===== src/rtl/ar_pkg.sv =====
// ar_pkg: shared state encoding, line-rate constants and parity helper
// for the ARINC-429 transmit scheduler.
package ar_pkg;
    typedef enum logic [1:0] {IDLE, LOAD, SEND, GAP} ar_state_e;
    localparam int RATE_HS = 100000;
    localparam int RATE_LS = 12500;
    // Bit31 is chosen so the whole 32-bit word carries an odd number of ones.
    function automatic logic [31:0] ar_word(input logic [30:0] w);
        return {~^w, w};
    endfunction
endpackage


===== src/rtl/ar_bit_tick.sv =====
// ar_bit_tick: bit-period prescaler, ce_bit_o pulses once every div_i clocks
// and restarts from zero on a synchronous clear.
module ar_bit_tick #(
    parameter int W = 32
) (
    input  logic         clk,
    input  logic         rst,
    input  logic         clr_i,
    input  logic [W-1:0] div_i,
    output logic         ce_bit_o
);
    logic [W-1:0] cnt_q;

    assign ce_bit_o = cnt_q == div_i - W'(1);

    always_ff @(posedge clk)
        cnt_q <= (rst || clr_i || ce_bit_o) ? '0 : cnt_q + W'(1);
endmodule


===== src/rtl/ar_tx_sched.sv =====
// ar_tx_sched: round-robin scheduler feeding one ARINC-429 transmitter, with
// parity insertion, completion timeout and enforced inter-word gap.
module ar_tx_sched
    import ar_pkg::*;
#(
    parameter int N_REQ    = 4,
    parameter int F_CLK    = 50000000,
    parameter int GAP_BITS = 4,
    parameter int TMO_BITS = 40
) (
    input  logic               clk,
    input  logic               rst,
    input  logic [N_REQ-1:0]   req_vld,
    input  logic [31*N_REQ-1:0] req_dat,
    output logic [N_REQ-1:0]   req_rdy,
    input  logic               hs,
    output logic [31:0]        tx_dat,
    output logic               tx_st,
    input  logic               tx_done,
    output logic               en_TX,
    output logic [2:0]         gnt_id,
    output logic [15:0]        cnt_tx,
    output logic               err
);
    localparam logic [31:0] DIV_HS = 32'(F_CLK / RATE_HS);
    localparam logic [31:0] DIV_LS = 32'(F_CLK / RATE_LS);
    localparam int BW = $clog2((TMO_BITS > GAP_BITS ? TMO_BITS : GAP_BITS) + 1);

    ar_state_e        state_q;
    logic [2:0]       ptr_q;
    logic [2:0]       gnt_q;
    logic [31:0]      div_q;
    logic [BW-1:0]    bit_q;
    logic [31:0]      tx_dat_q;
    logic             tx_st_q;
    logic             en_q;
    logic             err_q;
    logic [15:0]      cnt_q;
    logic [N_REQ-1:0] req_rdy_q;
    logic [2:0]       sel_d;
    logic [7:0]       vld8;
    logic [30:0]      words [8];
    logic             ce_bit;
    logic             tmo;
    logic             clr;

    assign vld8 = 8'(req_vld);

    for (genvar g = 0; g < 8; g++) begin : g_w
        if (g < N_REQ) begin : g_on
            assign words[g] = req_dat[31*g +: 31];
        end else begin : g_off
            assign words[g] = '0;
        end
    end

    // Scan downward so the requester closest at/after the pointer wins last.
    always_comb begin
        sel_d = '0;
        for (int i = N_REQ - 1; i >= 0; i--)
            if (vld8[3'((int'(ptr_q) + i) % N_REQ)]) sel_d = 3'((int'(ptr_q) + i) % N_REQ);
    end

    assign tmo = ce_bit && bit_q == BW'(TMO_BITS - 1);
    assign clr = state_q == LOAD || (state_q == SEND && (tx_done || tmo));

    ar_bit_tick #(.W(32)) u_tick (
        .clk      (clk),
        .rst      (rst),
        .clr_i    (clr),
        .div_i    (div_q),
        .ce_bit_o (ce_bit)
    );

    always_ff @(posedge clk) begin
        if (rst) begin
            state_q   <= IDLE;
            ptr_q     <= '0;
            gnt_q     <= '0;
            div_q     <= DIV_LS;
            bit_q     <= '0;
            tx_dat_q  <= '0;
            tx_st_q   <= 1'b0;
            en_q      <= 1'b0;
            err_q     <= 1'b0;
            cnt_q     <= '0;
            req_rdy_q <= '0;
        end else begin
            tx_st_q   <= 1'b0;
            req_rdy_q <= '0;
            case (state_q)
                IDLE: begin
                    div_q <= hs ? DIV_HS : DIV_LS;
                    if (|req_vld) begin
                        state_q   <= LOAD;
                        tx_dat_q  <= ar_word(words[sel_d]);
                        tx_st_q   <= 1'b1;
                        req_rdy_q <= N_REQ'(1) << sel_d;
                        gnt_q     <= sel_d;
                        ptr_q     <= (int'(sel_d) == N_REQ - 1) ? '0 : sel_d + 3'd1;
                    end
                end
                LOAD: begin
                    state_q <= SEND;
                    en_q    <= 1'b1;
                    bit_q   <= '0;
                end
                SEND: begin
                    if (tx_done || tmo) begin
                        state_q <= GAP;
                        en_q    <= 1'b0;
                        bit_q   <= '0;
                        cnt_q   <= tx_done ? cnt_q + 16'd1 : cnt_q;
                        err_q   <= err_q | ~tx_done;
                    end else if (ce_bit) begin
                        bit_q <= bit_q + BW'(1);
                    end
                end
                default: begin
                    if (ce_bit) begin
                        state_q <= (bit_q == BW'(GAP_BITS - 1)) ? IDLE : GAP;
                        bit_q   <= bit_q + BW'(1);
                    end
                end
            endcase
        end
    end

    assign req_rdy = req_rdy_q;
    assign tx_dat  = tx_dat_q;
    assign tx_st   = tx_st_q;
    assign en_TX   = en_q;
    assign gnt_id  = gnt_q;
    assign cnt_tx  = cnt_q;
    assign err     = err_q;
endmodule


===== config.mk =====
export PLATFORM = sky130hd
export DESIGN_NAME = ar_tx_sched
export DESIGN_NICKNAME = d
export VERILOG_FILES = /design/src/rtl/ar_pkg.sv /design/src/rtl/ar_bit_tick.sv /design/src/rtl/ar_tx_sched.sv
export SDC_FILE = /design/constraint.sdc
export NUM_CORES = 1
export LEC_CHECK = 0
export ABC_AREA = 1
export ABC_CLOCK_PERIOD_IN_PS = 4500
export CORE_ASPECT_RATIO = 0.75
export CORE_MARGIN = 5
export CORE_UTILIZATION = 45
export DETAILED_ROUTE_END_ITERATION = 8
export PLACE_DENSITY_LB_ADDON = 0.12
export SYNTH_ARGS = -nofsm -noshare
export SYNTH_HDL_FRONTEND = slang
export SYNTH_HIERARCHICAL = 1
export SYNTH_SLANG_ARGS = --single-unit

===== constraint.sdc =====
create_clock -name clk -period 4.5 [get_ports clk]
set_input_delay 0.9 -clock clk [delete_from_list [all_inputs] [get_ports clk]]
set_output_delay 0.9 -clock clk [all_outputs]
set_load 0.01 [all_outputs]

==> results of run 1 <==
placed cells by master (no fill, tap or decap), types with 6 or more instances in the layout:
cell type        synthesis  layout
nand3b_1                42      42
nand3_1                155     155
inv_2                    7       7
inv_1                  170     170
ha_1                     8       8
nor2_1                 106     105
nand4_1                 12      12
nand2_4                  6       6
xnor2_1                 18      18
nor2_4                  36      36
nor2_2                  17      18
o21ai_0                 51      51
nand2_2                 17      17
a21oi_1                 18      18
clkdlybuf4s50_1          0     188
clkbuf_16                0       9
xor2_1                  37      37
conb_1                   2      85
buf_4                    3       7
dfxtp_1                101     101
nor3_1                  18      18
nand2_1                577     577
o21ai_1                  6       6
state kept, by name (all words and copies together) (netlist names):
signal / flops
tx_dat: 32
u_tick/cnt_q: 32
cnt_tx: 16
bit_q: 6
req_rdy: 4
div_q: 2
gnt_id: 2
ptr_q: 2
state_q: 2
en_TX: 1
err: 1
tx_st: 1
cells in the mapped netlist (all sizes together) (16+ instances only):
cell type	number
xnor2	18
a21oi	18
clkbuf	16
dfxtp	101
o21ai	61
buf	33
xor2	37
nand3	158
nand2	600
nor2	161
nand3b	42
inv	177
nor3	19
power breakdown:
group / switching, mW / internal (mW) / total, mW
logic: 3.36 / 1.83 / 5.19
clock network: 0.391 / 0.407 / 0.798
registers: 0.156 / 1.10 / 1.26
total: 3.90 / 3.34 / 7.24
worst min-delay path by stage:
stage | slack, ns | cells past startpoint | endpoint | startpoint
6_report | 0.46 | 2 | tx_dat[16]$_SDFFE_PP0P_ | tx_dat[16]$_SDFFE_PP0P_
5_1_grt | 0.49 | 2 | tx_dat[16]$_SDFFE_PP0P_ | tx_dat[16]$_SDFFE_PP0P_
4_1_cts | 0.47 | 2 | tx_dat[10]$_SDFFE_PP0P_ | tx_dat[10]$_SDFFE_PP0P_
3_5_place_dp | 0.45 | 2 | tx_dat[10]$_SDFFE_PP0P_ | tx_dat[10]$_SDFFE_PP0P_
3_3_place_gp | 0.44 | 2 | tx_dat[20]$_SDFFE_PP0P_ | tx_dat[20]$_SDFFE_PP0P_
2_1_floorplan | 0.47 | 1 | u_tick/cnt_q[0]$_SDFF_PP0_ | u_tick/cnt_q[0]$_SDFF_PP0_
cell type report:
| cell class | count | share of cell area (%) |
|---|---|---|
| diodes | 2 | 0.0439 |
| clock buffers | 10 | 2.09 |
| clock inverters | 6 | 0.548 |
| inverters | 181 | 5.96 |
| multi-input cells | 1239 | 53.2 |
| flip-flops and latches | 101 | 17.7 |
| well taps | 253 | 2.77 |
| repair buffers | 199 | 17.7 |
through the flow:
stage / std cells / worst slack [ns] / utilization, % / hold WS, ns / total power, mW
after floorplan: 1570 / 1.76 / - / 0.470 / 5.11
after global placement: 1973 / 0.802 / 57.6 / 0.439 / 6.33
after detailed placement: 1973 / 0.723 / 57.6 / 0.448 / 6.42
after CTS: 1989 / 0.998 / 59.2 / 0.467 / 7.25
after global routing: 1989 / 0.629 / 59.2 / 0.488 / 8.05
final: 1991 / 0.980 / 59.2 / 0.463 / 7.24
cell families (layout without fill, tap and decap cells):
group | after synthesis | after routing | share of synthesized area, %
buffers and inverters | 230 | 396 | 11.3
adders and majority gates | 8 | 8 | 1.14
and+or+nand+nor | 1003 | 1003 | 53.3
other | 2 | 87 | 0.0857
xor gates and xnor gates | 56 | 56 | 5.75
DFF | 101 | 101 | 23.1
AOI/OAI and AO/OA | 87 | 87 | 5.37
tightest hold or removal path, cell delays in order, from the launching register on:
cell,delay [ns]
dfxtp_1,0.33
nand2_1,0.05
o21ai_0,0.05
metal layers:
metal | up-vias | routed length [um] | global-route usage [%]
li1 | 5034 | - | -
met1 | 4110 | 12000 | 30.8
met2 | 223 | 11100 | 33.9
met3 | 25 | 1660 | 5.56
met4 | 0 | 429 | 5.73
met5 | - | 0 | 0
==> impl_metrics.py, run 1 <==
metrics = {
    "critical_path": {
        "path_buf_inv": 4,
        "path_depth": 22,
        "r2r-end": "u_tick/cnt_q[19]$_SDFF_PP0_",
        "cp.arrival_ns": 3.77,
        "r2r-start": "div_q[6]$_SDFFE_PP0P_",
        "crit_path_max_incr_delay_ns": 0.73,
        "cp-start-kind": "flop",
        "endpoint": "u_tick/cnt_q[19]$_SDFF_PP0_",
        "reg2reg_depth": 22,
        "crit_type": "flop to flop",
        "crit_slowest_cell": "dfxtp_1",
        "critPathLaunch": "div_q[6]$_SDFFE_PP0P_",
        "rrSetupSlack_ns": 0.98,
        "end_kind": "flop",
        "crit_top_cell": "nand2_1",
        "crit_chain": "inv_1, nand2_1, nor2_1, nand2_1, nand3b_1, nand2_1, nand2_1, nor2_1, nand2_1, nor2_1, nand2_1, nor2_2, nand2_2, inv_1, inv_1, nor2_1, a31oi_1, o21ai_0, nor2_1, nand2_4, buf_4, nor2_4",
        "critPathTopFamily": "simple AND/OR/NAND/NOR gates",
        "cp_max_fo": 22,
        "required_ns": 4.75,
    },
    "logic_synthesis": {
        "synth_top_area_share_pct": 24.7,
        "synth_cells": 1487,
        "synth_area_sq_um": 8760,
        "synth-main-ff-cell": "dfxtp_1",
        "synth_area_leader_cell": "nand2_1",
        "synth_edf_count": 0,
        "synth_seq_cells": 101,
        "synth_area_leaders": "nand2_1 25%, dfxtp_1 23%, nand3_1 8.9%, inv_1 7.3%, nor2_4 4.6%",
        "synth_area_per_cell_sq_um": 5.89,
        "yosysSeqAreaShare_pct": 23.1,
        "async_flop_share_pct": 0,
        "yosys_warnings": 6,
        "ys_types": 45,
    },
    "global_routing": {
        "grt_pass1_vias": 8326,
        "track_usage_pct": 22.0,
        "grt_pass1_wl_mm": 40.1,
        "overflow": 0,
        "grt_max_degree": 77,
        "antenna_found_initial": 0,
    },
    "timing": {
        "min_period_ns": 3.52,
        "setup_viol": 0,
        "fin_tns_setup_ns": 0,
        "slew_violations": 0,
        "post-route-period-util_pct": 78.2,
        "finalHoldViolations": 0,
        "timing.slew.headroom_pct": 57.4,
        "grt_setup_unrepaired": "false",
        "fmax_mhz": 284,
        "clock_skew_ns": 0.0149,
        "tightest_slew_ns": 0.638,
    },
    "run": {
        "drv_cap": 0,
    },
    "clock_network": {
        "htree_levels": 3,
        "cts-root-buf": "clkbuf_16",
        "postCtsSetupBuffers": 0,
        "cts_tree": "done",
        "cts_buffer_depth": 2,
        "postCtsHoldBufs": 0,
        "clock_latency_ns": 0.36,
        "clkSinkCount": 101,
        "numCtsBuffers": 9,
        "cts_resized": 0,
        "clk_pin_slew_ns": 0.07,
    },
    "power": {
        "powerDensity_nw_per_um2": 634,
        "irDropWorstVdd_v": 0.000408,
        "leakagePower_nw": 5.53,
    },
    "cells_and_area": {
        "multiInputGateArea_sq_um": 6070,
        "drive_above_1_share_pct": 7.14,
        "finalInstanceArea_sq_um": 11400,
        "area_delta_synth_final_pct": 30.2,
        "fillerInstances": 1919,
        "seqCellArea_sq_um": 2020,
        "layout.nets": 1871,
    },
    "floorplan": {
        "core_area_sq_um": 19300,
        "die_y_um": 131,
        "initial_core_util_pct": 45.5,
        "die_area_sq_um": 22400,
        "row_count": 44,
        "io_pins": 190,
        "fp.dieW_um": 171,
    },
    "status": {
        "status": "finished, final reports clean",
    },
    "placed_design": {
        "place.gp.congestion": 0.877,
        "place_area_sq_um": 11100,
        "place.port_buffers": 188,
        "hpwl_mm": 19.5,
    },
    "detailed_routing": {
        "drc": 0,
        "drt-pass1-iter-count": 6,
        "drt_wl_total_mm": 25.2,
        "wire_per_inst_um": 12.7,
        "ant_nets": 0,
        "drt_iter0_drc": 570,
        "via_per_inst": 4.72,
        "num_vias": 9392,
    },
    "min_path": {
        "hp-class": "flop to flop",
    },
}
Note: power is estimated with default switching activity, not from simulation.
==> inputs of run 2 (changes only) <==
--- a/config.mk
+++ b/config.mk
@@ -6,7 +6,7 @@
 export NUM_CORES = 1
 export LEC_CHECK = 0
 export ABC_AREA = 1
-export ABC_CLOCK_PERIOD_IN_PS = 4500
+export ABC_CLOCK_PERIOD_IN_PS = 3200
 export CORE_ASPECT_RATIO = 0.75
 export CORE_MARGIN = 5
 export CORE_UTILIZATION = 45
==> constraint.sdc (replaced) <==
create_clock -name clk -period 3.2 [get_ports clk]
set_input_delay 0.64 -clock clk [delete_from_list [all_inputs] [get_ports clk]]
set_output_delay 0.64 -clock clk [all_outputs]
set_load 0.01 [all_outputs]
==> run 2 against run 1 <==
Effect of this change:
- worst hold slack worse by 0.0051 ns
- count of clock-buffer cells in the layout down 1
- worst setup slack worse by 0.81 ns
- die area unchanged
- largest cell class unchanged
==> impl_metrics.py, run 2 (synthesis results as in run 1) <==
metrics = {
    "status": {
        "status": "finished, final reports clean",
    },
    "clock_network": {
        "postCtsSetupBuffers": 0,
        "clock_latency_ns": 0.37,
        "clkSinkCount": 101,
        "cts-root-buf": "clkbuf_16",
        "numCtsBuffers": 9,
        "cts_buffer_depth": 2,
        "htree_levels": 3,
        "cts_tree": "done",
        "clk_pin_slew_ns": 0.09,
    },
    "timing": {
        "slew_violations": 0,
        "fin_tns_setup_ns": 0,
        "post-route-period-util_pct": 94.7,
        "clock_skew_ns": 0.0137,
        "grt_setup_unrepaired": "true",
        "timing.hold.ws_ns": 0.458,
        "min_period_ns": 3.03,
        "tightest_slew_ns": 0.938,
        "finalHoldViolations": 0,
        "fmax_mhz": 330,
        "timing.slew.headroom_pct": 37.4,
        "setup_viol": 0,
    },
    "cells_and_area": {
        "most-common-layout-cells": "577 x nand2_1, 188 x clkdlybuf4s50_1, 170 x inv_1",
        "layout.nets": 1921,
        "fin_util_pct": 61.9,
        "drive_above_1_share_pct": 9.80,
        "finalInstanceArea_sq_um": 11900,
        "area_delta_synth_final_pct": 36.1,
        "mostFrequentLayoutCell": "nand2_1",
        "fillerInstances": 1884,
    },
    "global_routing": {
        "grt_pass1_wl_mm": 42.5,
        "top_usage_layer": "met2",
        "grt_max_degree": 63,
        "use_met3_pct": 6.53,
        "use_met1_pct": 32.0,
        "grt_pass1_vias": 8883,
        "antenna_found_initial": 3,
        "overflow": 0,
        "track_usage_pct": 23.2,
        "grt_util_met2_pct": 36.0,
    },
    "detailed_routing": {
        "via_per_inst": 4.79,
        "ant_nets": 0,
        "drt_iter0_drc": 613,
        "drt_wl_total_mm": 26.7,
        "drc": 0,
        "drt-pass1-iter-count": 5,
        "wire_per_inst_um": 13.1,
        "num_vias": 9774,
    },
    "power": {
        "irDropWorstVdd_v": 0.000620,
        "seqPwrFrac_pct": 15.2,
        "leakagePower_nw": 5.82,
        "p_int_mw": 5.69,
        "power.share.combinational_pct": 74.2,
        "powerDensity_nw_per_um2": 963,
        "switching_share_pct": 50.4,
        "p_sw_mw": 5.79,
        "clkPwrFrac_pct": 10.6,
    },
    "critical_path": {
        "cp_max_fo": 31,
        "required_ns": 3.47,
        "crit_slowest_cell": "clkdlybuf4s50_1",
        "crit_top_cell": "nand2_1",
        "path_buf_inv": 5,
        "cp-start-kind": "input pin",
        "crit_path_max_incr_delay_ns": 0.47,
        "critPathTopFamily": "simple AND/OR/NAND/NOR gates",
        "end_kind": "flop",
        "crit_type": "input pin to flop",
        "cp.arrival_ns": 3.30,
    },
    "placed_design": {
        "place.gp.congestion": 0.888,
        "place_area_sq_um": 11600,
        "place.port_buffers": 188,
        "hpwl_mm": 21.1,
    },
    "run": {
        "drv_cap": 0,
    },
    "floorplan": {
        "fp.dieW_um": 171,
        "initial_core_util_pct": 45.5,
        "row_count": 44,
        "io_pins": 190,
        "die_y_um": 131,
        "core_area_sq_um": 19300,
        "die_area_sq_um": 22400,
    },
    "min_path": {
        "hp-class": "flop to flop",
    },
}
-- run 2: cell count changes in the layout (fill, tap and decap cells not counted), sizes merged --
cell / before / now
buf: 11 / 60
bufinv: 0 / 1
clkinv: 6 / 5
inv: 181 / 182
-- run 2: layer usage --
metal / up-vias / part of all wire (%)
met2: 262 / 43
met3: 39 / 7.5
met4: 4 / 2.2
met5: - / 0.14
li1: 5145 / -
met1: 4324 / 47
-- run 2: layout make-up --
type | instances | area [sq um] | share of cell area (%)
well taps | 253 | 317 | 2.65
diodes | 2 | 5.00 | 0.0420
clock inverters | 7 | 95.1 | 0.797
repair buffers | 249 | 2500 | 21.0
multi-input cells | 1239 | 6080 | 51.0
flip-flops and latches | 101 | 2020 | 17.0
clock buffers | 9 | 225 | 1.89
inverters | 181 | 681 | 5.71
-- run 2: power by group through the flow --
stage                     clock (mW)  sequential (mW)  combinational, mW
after global routing            1.30             1.80               9.57
final                           1.22             1.75               8.51
after detailed placement           0             1.78               8.30
after floorplan                    0             1.85               5.34
after global placement             0             1.77               8.17
after CTS                       1.26             1.75               8.34
-- run 2: final timing paths --
check / from / end / slack, ns / cells after the start
setup reg to reg: ptr_q[0]$_SDFFE_PP0P_ / tx_dat[31]$_SDFFE_PP0P_ / 0.24 / 26
hold reg to reg: tx_dat[31]$_SDFFE_PP0P_ / tx_dat[31]$_SDFFE_PP0P_ / 0.46 / 2
hold / removal: tx_dat[31]$_SDFFE_PP0P_ / tx_dat[31]$_SDFFE_PP0P_ / 0.46 / 2
setup / recovery: req_vld[1] / tx_dat[31]$_SDFFE_PP0P_ / 0.17 / 27
-- run 2: tightest hold or removal path, cell delays in order (launching register included) --
cell and delay (ns):
dfxtp_1 0.32, nand2_1 0.06, nand2_1 0.05
-- run 2: repair_timing --
item | 4_1_cts | 5_1_grt
setup endpoints to repair | 0 | 26
hold buffers | 0 | 0
gates resized for setup | 0 | 4
-- run 2: stage by stage --
stage / cells / total power [mW] / setup slack [ns]
global placement: 2022 / 9.94 / -0.174
finish: 2041 / 11.5 / 0.171
detailed placement: 2022 / 10.1 / -0.224
floorplan: 1570 / 7.19 / 0.696
global route: 2040 / 12.7 / -0.110
CTS: 2038 / 11.4 / 0.165
==> inputs of run 3 (changes only) <==
--- a/config.mk
+++ b/config.mk
@@ -8,7 +8,6 @@
 export ABC_AREA = 1
 export ABC_CLOCK_PERIOD_IN_PS = 3200
 export CORE_ASPECT_RATIO = 0.75
-export CORE_MARGIN = 5
 export CORE_UTILIZATION = 45
 export DETAILED_ROUTE_END_ITERATION = 8
 export PLACE_DENSITY_LB_ADDON = 0.12
==> run 3 against run 2 <==
Effect of this change:
- design area grew 0.82%
- count of clock-buffer cells in the layout grew 1
- power is essentially flat
- combinational power grew 0.9%
- clock power shrank 9%
- die area shrank 11%
- register-to-register slack gained 0.11 ns
- utilization grew 2.1 points
- final cell count shrank 0.20%
- clock skew shrank 0.0019 ns
- first-iteration DRC count grew 13%
- non-clock buffer count grew 2
- largest cell class unchanged
==> impl_metrics.py, run 3 (synthesis results as in run 1) <==
metrics = {
    "status": {
        "status": "finished, final reports clean",
    },
    "cells_and_area": {
        "drive_above_1_share_pct": 10.3,
        "most-common-layout-cells": "573 x nand2_1, 188 x clkdlybuf4s50_1, 169 x inv_1",
        "seqCellArea_sq_um": 2020,
        "multiInputGateArea_sq_um": 6120,
        "mostFrequentLayoutCell": "nand2_1",
        "layout.nets": 1923,
        "area_delta_synth_final_pct": 37.2,
        "fin_cells": 2037,
        "fillerInstances": 1819,
        "finalInstanceArea_sq_um": 12000,
    },
    "clock_network": {
        "cts_tree": "done",
        "clkSinkCount": 101,
        "clk_pin_slew_ns": 0.08,
        "htree_levels": 3,
        "numCtsBuffers": 9,
        "cts_buffer_depth": 2,
        "clock_latency_ns": 0.36,
        "postCtsHoldBufs": 0,
        "cts-root-buf": "clkbuf_16",
    },
    "critical_path": {
        "required_ns": 3.46,
        "rrSetupSlack_ns": 0.35,
        "endpoint": "tx_dat[31]$_SDFFE_PP0P_",
        "crit_type": "input pin to flop",
        "reg2reg_depth": 22,
        "end_kind": "flop",
        "r2r-end": "u_tick/cnt_q[31]$_SDFF_PP0_",
        "critPathLaunch": "req_vld[3]",
        "r2r-start": "div_q[6]$_SDFFE_PP0P_",
        "cp_max_fo": 19,
        "cp-start-kind": "input pin",
        "cp.arrival_ns": 3.27,
    },
    "timing": {
        "min_period_ns": 3.01,
        "fmax_mhz": 333,
        "setup_viol": 0,
        "timing.hold.ws_ns": 0.459,
        "timing.slew.headroom_pct": 20.4,
        "slew_violations": 0,
        "tightest_slew_ns": 1.19,
        "finalHoldViolations": 0,
        "clock_skew_ns": 0.0117,
        "post-route-period-util_pct": 94.0,
    },
    "floorplan": {
        "die_area_sq_um": 20000,
        "initial_core_util_pct": 46.7,
        "core_area_sq_um": 18800,
        "fp.dieW_um": 163,
        "io_pins": 190,
        "row_count": 43,
        "die_y_um": 123,
    },
    "detailed_routing": {
        "via_per_inst": 4.80,
        "drt-pass1-iter-count": 7,
        "drt_iter0_drc": 695,
        "ant_nets": 0,
        "num_vias": 9772,
        "wire_per_inst_um": 13.0,
        "drt_wl_total_mm": 26.4,
        "drc": 0,
    },
    "power": {
        "irDropWorstVdd_v": 0.000634,
        "power.share.combinational_pct": 74.8,
        "powerDensity_nw_per_um2": 955,
        "clkPwrFrac_pct": 9.7,
        "switching_share_pct": 50.6,
        "p_sw_mw": 5.81,
        "seqPwrFrac_pct": 15.5,
        "leakagePower_nw": 5.85,
        "p_int_mw": 5.67,
    },
    "placed_design": {
        "place.port_buffers": 188,
        "placed_cells": 2011,
        "hpwl_mm": 20.4,
        "place_area_sq_um": 11500,
        "place.gp.congestion": 0.927,
    },
    "min_path": {
        "hp-class": "flop to flop",
    },
    "global_routing": {
        "grt_pass1_vias": 8514,
        "grt_pass1_wl_mm": 41.4,
        "antenna_found_initial": 1,
        "grt_max_degree": 50,
        "overflow": 0,
        "track_usage_pct": 25.9,
    },
    "run": {
        "drv_cap": 0,
    },
}
## run 3: cell count changes in the layout (fill, tap and decap cells not counted), moves of 2 or more
cell,delta
nand2_4,-2
buf_4,-3
clkbuf_16,+2
nand2_1,-4
nand2_2,+4
o21ai_1,-2
o21ai_2,+2
buf_12,+3
nand2_8,+2
## run 3: metal layers
| metal | vias up | wire (um) | GRT usage [%] |
|---|---|---|---|
| met1 | 4294 | 12800 | 36.8 |
| li1 | 5152 | - | - |
| met5 | - | 0 | 0 |
| met4 | 0 | 387 | 5.61 |
| met2 | 300 | 11100 | 38.9 |
| met3 | 26 | 2190 | 6.62 |
## run 3: worst min-delay path by stage
stage / from / endpoint / cells past startpoint
after global routing: tx_dat[19]$_SDFFE_PP0P_ / tx_dat[19]$_SDFFE_PP0P_ / 2
after CTS: err$_SDFFE_PP0P_ / err$_SDFFE_PP0P_ / 2
after detailed placement: err$_SDFFE_PP0P_ / err$_SDFFE_PP0P_ / 2
after global placement: tx_dat[27]$_SDFFE_PP0P_ / tx_dat[27]$_SDFFE_PP0P_ / 2
final: tx_dat[28]$_SDFFE_PP0P_ / tx_dat[28]$_SDFFE_PP0P_ / 2
after floorplan: u_tick/cnt_q[0]$_SDFF_PP0_ / u_tick/cnt_q[0]$_SDFF_PP0_ / 1
## run 3: layout make-up
cell class / instances / area share (%)
well taps: 247 / 2.57
repair buffers: 251 / 21.5
flip-flops and latches: 101 / 16.8
multi-input cells: 1239 / 50.9
diodes: 2 / 0.0416
clock buffers: 10 / 1.90
inverters: 181 / 5.66
clock inverters: 6 / 0.541
## run 3: repair_timing
item                                    in CTS  in global routing
setup buffers                                0                  5
resized for setup                            0                 19
endpoints found under the setup margin       0                 28
## run 3: power by group through the flow
stage | Combinational, mW | Clock (mW) | Sequential (mW)
after floorplan | 5.34 | 0 | 1.85
after global placement | 7.92 | 0 | 1.78
after detailed placement | 8.06 | 0 | 1.79
after CTS | 8.10 | 1.14 | 1.77
after global routing | 9.62 | 1.19 | 1.81
final | 8.59 | 1.11 | 1.78
## run 3: through the flow
step | worst slack [ns] | power [mW] | TNS [ns] | utilization, %
after floorplan | 0.696 | 7.19 | 0 | -
after global placement | -0.0612 | 9.70 | -0.0612 | 61.4
after detailed placement | -0.155 | 9.85 | -0.155 | 61.4
after CTS | 0.201 | 11.0 | 0 | 63.0
after global routing | -0.00628 | 12.6 | -0.00628 | 64.0
final | 0.193 | 11.5 | 0 | 64.0
## run 3: critical path: stages
cell and delay [ns]:
clkdlybuf4s50_1 0.53, inv_2 0.08, o21ai_2 0.14, nand2_1 0.10
nand3_2 0.12, nand2_2 0.10, nand2_8 0.12, nand2_8 0.09
buf_12 0.16, inv_1 0.17, nand2_1 0.11, nand3_1 0.08
nand2_1 0.07, nand2_1 0.09, nand2_1 0.05, nand2_1 0.08
nand3_1 0.12, nand2_1 0.11, nand2_1 0.05, nand2_1 0.06
nand2_1 0.04, nand3_1 0.07, nand2_1 0.05
